### src/rtl/neuron_fork_if.sv
// neuron_fork_if: accumulator input stream and broadcast state output bundle for neuron_fork
// Ports (signals):
//   iMode, iValid_AM_Accum0, iData_AM_Accum0 / oReady_AM_Accum0 : accumulator beat handshake
//   oValid_BM_State[NB], iReady_BM_State[NB], oData_BM_State     : per-consumer broadcast handshake
// Modports: slave = neuron_fork view, master = producer/consumer (testbench) view.
interface neuron_fork_if #(
  parameter int NC = 8,
  parameter int WA = 6,
  parameter int WN = 4,
  parameter int NB = 2
);
  logic iMode;
  logic iValid_AM_Accum0;
  logic oReady_AM_Accum0;
  logic [NC*WA-1:0] iData_AM_Accum0;
  logic [NB-1:0] oValid_BM_State;
  logic [NB-1:0] iReady_BM_State;
  logic [NC*WN-1:0] oData_BM_State;
  modport slave (
    input iMode, iValid_AM_Accum0, iData_AM_Accum0, iReady_BM_State,
    output oReady_AM_Accum0, oValid_BM_State, oData_BM_State
  );
  modport master (
    output iMode, iValid_AM_Accum0, iData_AM_Accum0, iReady_BM_State,
    input oReady_AM_Accum0, oValid_BM_State, oData_BM_State
  );
endinterface

### src/rtl/neuron_fork.sv
// neuron_fork: activates a beat of NC accumulators, buffers it in a 2-entry FIFO and broadcasts it to NB consumers
// Ports:
//   iCLK, iRST  : clock, asynchronous active-high reset
//   bus (slave) : accumulator input handshake + per-consumer broadcast handshake (see neuron_fork_if)
//   oSatCount   : count of positive-clamp events
// Optional feature: define NEURON_FORK_SATSTAT_EN to build the saturation event counter;
// otherwise oSatCount is tied to zero.
module neuron_fork #(
  parameter string HIDDEN = "yes",
  parameter int NP = 4,
  parameter int NC = 8,
  parameter int WV = 4,
  parameter int NB = 2
) (
  input  logic iCLK,
  input  logic iRST,
  neuron_fork_if.slave bus,
  output logic [15:0] oSatCount
);
  localparam int WA = $clog2(NP) + WV;
  localparam int WN = (HIDDEN == "yes") ? WV : WA;
  localparam logic signed [WA-1:0] MAXV = WA'(2 ** (WV - 1) - 1);
  logic [NC*WN-1:0] w_act;
  logic [NC-1:0] w_pos;
  logic [NC*WN-1:0] r_data [2];
  logic [1:0] r_mode;
  logic r_wr, r_rd;
  logic [1:0] r_cnt;
  logic [NB-1:0] r_done;
  logic w_acc, w_hv, w_retire;
  logic [NB-1:0] w_en, w_xfer;
  for (genvar c = 0; c < NC; c++) begin : g_ch
    logic signed [WA-1:0] w_a;
    assign w_a = bus.iData_AM_Accum0[c*WA +: WA];
    if (HIDDEN == "yes") begin : g_relu
      assign w_pos[c] = w_a > MAXV;
      assign w_act[c*WN +: WN] = w_a[WA-1] ? '0 : w_pos[c] ? WN'(MAXV) : w_a[WN-1:0];
    end else begin : g_lin
      assign w_pos[c] = 1'b0;
      assign w_act[c*WN +: WN] = w_a;
    end
  end
  assign bus.oReady_AM_Accum0 = (r_cnt < 2'd2) & ~iRST;
  assign w_acc = bus.iValid_AM_Accum0 & bus.oReady_AM_Accum0;
  assign w_hv = r_cnt != 2'd0;
  // consumer 0 takes every entry; the rest only see training-mode entries
  assign w_en = r_mode[r_rd] ? '1 : NB'(1);
  assign bus.oValid_BM_State = {NB{w_hv}} & w_en & ~r_done;
  assign w_xfer = bus.oValid_BM_State & bus.iReady_BM_State;
  assign w_retire = w_hv && ((w_en & ~(r_done | w_xfer)) == '0);
  assign bus.oData_BM_State = r_data[r_rd];
  always_ff @(posedge iCLK or posedge iRST)
    if (iRST) begin
      r_data <= '{default: '0};
      r_mode <= '0;
      r_wr <= 1'b0;
      r_rd <= 1'b0;
      r_cnt <= '0;
      r_done <= '0;
    end else begin
      if (w_acc) begin
        r_data[r_wr] <= w_act;
        r_mode[r_wr] <= bus.iMode;
        r_wr <= ~r_wr;
      end
      if (w_retire) r_rd <= ~r_rd;
      r_done <= w_retire ? '0 : r_done | w_xfer;
      r_cnt <= r_cnt + 2'(w_acc) - 2'(w_retire);
    end
`ifdef NEURON_FORK_SATSTAT_EN
  logic [15:0] r_sat;
  logic [16:0] w_sum;
  assign w_sum = {1'b0, r_sat} + 17'($countones(w_pos));
  always_ff @(posedge iCLK or posedge iRST)
    if (iRST) r_sat <= '0;
    else if (w_acc) r_sat <= w_sum[16] ? 16'hffff : w_sum[15:0];
  assign oSatCount = r_sat;
`else
  assign oSatCount = '0;
`endif
endmodule

### src/flat_wrapper.sv
// flat-port wrapper written by rule: the top's interface ports become plain ports
module neuron_fork_flat 
#(
  parameter string HIDDEN = "   ",
  parameter int NP = 4,
  parameter int NC = 8,
  parameter int WV = 4,
  parameter int NB = 2
)
  (iCLK, iRST, oSatCount, bus_iMode, bus_iValid_AM_Accum0, bus_iData_AM_Accum0, bus_iReady_BM_State, bus_oReady_AM_Accum0, bus_oValid_BM_State, bus_oData_BM_State);
  neuron_fork_if #(.NC(NC), .WA(6), .WN(4), .NB(NB)) bus_i ();
  input  logic iCLK;
  input  logic iRST;
  output logic [15:0] oSatCount;
  input wire logic [$bits(bus_i.iMode)-1:0] bus_iMode;
  input wire logic [$bits(bus_i.iValid_AM_Accum0)-1:0] bus_iValid_AM_Accum0;
  input wire logic [$bits(bus_i.iData_AM_Accum0)-1:0] bus_iData_AM_Accum0;
  input wire logic [$bits(bus_i.iReady_BM_State)-1:0] bus_iReady_BM_State;
  output wire logic [$bits(bus_i.oReady_AM_Accum0)-1:0] bus_oReady_AM_Accum0;
  output wire logic [$bits(bus_i.oValid_BM_State)-1:0] bus_oValid_BM_State;
  output wire logic [$bits(bus_i.oData_BM_State)-1:0] bus_oData_BM_State;
  assign bus_i.iMode = bus_iMode;
  assign bus_i.iValid_AM_Accum0 = bus_iValid_AM_Accum0;
  assign bus_i.iData_AM_Accum0 = bus_iData_AM_Accum0;
  assign bus_i.iReady_BM_State = bus_iReady_BM_State;
  assign bus_oReady_AM_Accum0 = bus_i.oReady_AM_Accum0;
  assign bus_oValid_BM_State = bus_i.oValid_BM_State;
  assign bus_oData_BM_State = bus_i.oData_BM_State;
  neuron_fork #(.HIDDEN(HIDDEN), .NP(NP), .NC(NC), .WV(WV), .NB(NB)) u_core (.iCLK(iCLK), .iRST(iRST), .bus(bus_i), .oSatCount(oSatCount));
endmodule
### config.mk
export PLATFORM = sky130hd
export DESIGN_NAME = neuron_fork_flat
export DESIGN_NICKNAME = d
export VERILOG_FILES = /design/src/rtl/neuron_fork_if.sv /design/src/rtl/neuron_fork.sv /design/src/flat_wrapper.sv
export SDC_FILE = /design/constraint.sdc
export NUM_CORES = 1
export LEC_CHECK = 0
export ABC_AREA = 1
export BUFFER_PORTS_ARGS = -buffer_cell sky130_fd_sc_hd__buf_2
export CELL_PAD_IN_SITES_DETAIL_PLACEMENT = 1
export CELL_PAD_IN_SITES_GLOBAL_PLACEMENT = 1
export CORE_AREA = 2 2 98 100
export DETAILED_ROUTE_END_ITERATION = 6
export DIE_AREA = 0 0 100 102
export PLACE_DENSITY_LB_ADDON = 0.1
export SKIP_LAST_GASP = 1
export SLEW_MARGIN = 0
export SYNTH_ARGS = -nofsm -noshare
export SYNTH_HDL_FRONTEND = slang
export SYNTH_SLANG_ARGS = --single-unit
### constraint.sdc
create_clock -name iCLK -period 2.48 [get_ports iCLK]
set_input_delay 0.496 -clock iCLK [delete_from_list [all_inputs] [get_ports iCLK]]
set_output_delay 0.496 -clock iCLK [all_outputs]
set_load 0.05 [all_outputs]
==> metrics <==
status=complete, no violations; Final #Nets=530; CP endpoint kind=output pin; Rows=35; final setup vio count=0; internal power=3090 µW; GPL Wtd Cong=0.708; port bufs=72; Core ar.=0.00911 mm²; clock root buffer=clkbuf_8; # Post-CTS Setup Buffers=0; clock-pin slew on the worst setup and hold paths=0.07 ns; Synth Area in Compound Gates=11.2%; vias=2631; R2R Setup Slk=0.68 ns; largest net degree at the start of global routing=73; Critical path buffers and inverters=2; Post-synth ARST share=100%; CTS buffer count=9; EDFF count, synth=0; NetSw=3160 µW; CP max FO=18; Mapped Cells=407; DRC Markers=0; post-route minimum period=2.13 ns; final core occ=42.9%; clock sink count=72; most frequent cells in the layout=nand2_1 (172), buf_2 (72), dfrtp_1 (72), inv_1 (39), o21ai_0 (33); #FFs+latches synth=72; hold buffers post-CTS=0; Max Root-Sink Buffers=2; Flop pwr share=32.1%; layout cells sized above 1=21.5%; DRT Wirelength=7550 µm; fmax=0.470 GHz; global route overflow=0; Max Slew Vio Count=0; VDD IR-drop max=0.607 mV; chip width=100 µm; Ports=105; Mapped Area=0.00332 mm²; Detail Placement HPWL=4890 µm; Reg2Reg Depth=10; switching fraction of total power=50.5%; Detailed Route Iter0 Violations=104; reg-to-reg startpoint=u_core.r_rd; max_slew headroom=50.0%; antenna-violating nets left=0; DR vias/cell=4.46; max cap viols=0; Avg WL per Cell=12.8 µm; warnings from Yosys=0; die height=102 µm; Worst Path Arrival=1.63 ns; most common cell after layout, fill and taps aside=nand2_1; Critical-path top delay cell=dfrtp_1; Hold Crit Class=in -> async; initial antenna violation count=0; Post-Synth Simple-Gate Area=20.8%; CP peak stage delay=0.37 ns; Layout area overhead=17.7%; largest family of logic cells by synthesized area=simple AND/OR/NAND/NOR gates; global-route wire length before repair=12700 µm; die area=0.0102 mm²; Pre-antenna DRT Iters=4; Unique masters post-synth=24; post-synthesis adder-cell area fraction=0.754%; final period utilization=85.8%; CP delay by family, top=buffers and inverters; multiplexer area fraction after synthesis=0%; main flop type after synthesis=dfrtp_1; vias in the first global route=2649; Leak Pwr=0.00224 µW; Clock Latency Late Sink=0.34 ns; Critical Path RT=1.98 ns; GRT Total Usage=16.1%; CTS tree=done; sequential share of the synthesized area=54.3%; Worst R2R End=u_core.r_cnt[1]; Starting Density=36.4%; Worst setup SP type=register; RSZ-0062 raised after global routing=no; worst-case clock skew=0.00498 ns; most frequent CP cell=nand2_1; clock share of power=16.1%; power per cell area=1600 mW/mm²; final-report hold violation count=0; total negative slack=0 ns; worst slew pin tran=0.750 ns; Ant. Diodes=0; Synth Area per Inst=8.15 µm²; Crit Path Class=reg -> out; Combinational Power Share=51.8%; Synth Area in XOR/XNOR=0.528%; H-tree Lvls=3; critical path cell sequence=buf_4 > nand2_1 > nand2_1 > nand2_1 > nor2_1 > buf_2; Post-CTS Resized=0
[synthesized netlist by cell type, types with 2 or more instances]
| cell type | instances | share of area, % |
|---|---|---|
| a21oi_1 | 2 | 0.30 |
| buf_2 | 5 | 0.75 |
| buf_4 | 18 | 4.1 |
| buf_6 | 5 | 1.7 |
| clkbuf_1 | 8 | 0.91 |
| dfrtp_1 | 72 | 54 |
| ha_1 | 2 | 0.75 |
| inv_1 | 40 | 4.5 |
| nand2_1 | 173 | 20 |
| nor2_1 | 4 | 0.45 |
| o21ai_0 | 33 | 5.0 |
| o21ai_1 | 29 | 4.4 |
| o21ai_2 | 4 | 1.1 |
| xnor2_1 | 2 | 0.53 |
[state kept, by name, indices dropped and copies added, names as in the netlist]
signal,flops
u_core.r_done,2
u_core.r_data,64
u_core.r_mode,2
u_core.r_cnt,2
u_core.r_rd,1
u_core.r_wr,1
[worst max path at each step]
stage,start,end,slack (ns),cells after the start
2_1_floorplan,iRST,u_core.r_cnt[0],0.16,1
3_3_place_gp,u_core.r_rd,u_core.r_cnt[1],0.67,10
3_5_place_dp,u_core.r_rd,u_core.r_cnt[1],0.65,10
4_1_cts,u_core.r_rd,bus_oValid_BM_State[1],0.33,6
5_1_grt,u_core.r_rd,bus_oValid_BM_State[1],0.19,6
6_report,u_core.r_rd,bus_oValid_BM_State[1],0.35,6
[worst register-to-register path: cells and delay by family (launching register included)]
family	cells	cell delay [ns]
XOR/XNOR	1	0.16
AO/OA/AOI/OAI	1	0.11
flip-flops	1	0.37
buffers and inverters	3	0.36
AND/OR/NAND/NOR	3	0.29
adder cells (fa/ha/maj)	2	0.44
[power by group through the flow]
stage / combinational [µW] / sequential (µW) / clock [µW]
floorplan: 2610 / 1950 / 0
global placement: 3240 / 2000 / 0
detailed placement: 3290 / 2030 / 0
CTS: 3300 / 2010 / 1050
global route: 3560 / 2080 / 1100
finish: 3240 / 2010 / 1000
[metrics by stage]
| stage | instances | total power, µW | setup WS [ns] | area [µm²] | hold slack (ns) |
|---|---|---|---|---|---|
| 4_1_cts | 590 | 6360 | 0.332 | 3910 | 0.253 |
| 2_1_floorplan | 422 | 4570 | 0.159 | 3370 | 0.453 |
| 3_5_place_dp | 574 | 5320 | 0.649 | 3690 | 0.470 |
| 3_3_place_gp | 574 | 5250 | 0.672 | 3690 | 0.465 |
| 5_1_grt | 590 | 6740 | 0.187 | 3910 | 0.271 |
| 6_report | 590 | 6250 | 0.351 | 3910 | 0.225 |
[cell type report]
type	instances	area, µm²
sequential	72	1800
clock buffer	10	128
inverter	42	158
tap	111	139
timing repair buffer	78	430
clock inverter	6	83.8
fill	1157	5200
multi-input combinational	271	1170
[kinds of logic (layout without fill, tap and decap cells)]
family | count (synthesis) | count (layout)
xor gates and xnor gates | 2 | 2
AOI/OAI and AO/OA | 70 | 70
DFF | 72 | 72
adders and majority gates | 2 | 2
and+or+nand+nor | 181 | 181
buffers and inverters | 79 | 136
other | 1 | 16
[per-layer routing]
layer | up-vias | track usage (%) | share of wire, %
li1 | 1342 | - | -
met1 | 1219 | 21.1 | 47
met2 | 58 | 26.1 | 47
met3 | 12 | 3.28 | 4.1
met4 | 0 | 7.27 | 1.6
met5 | - | 0 | 0
Note: power is estimated with default switching activity, not from simulation.
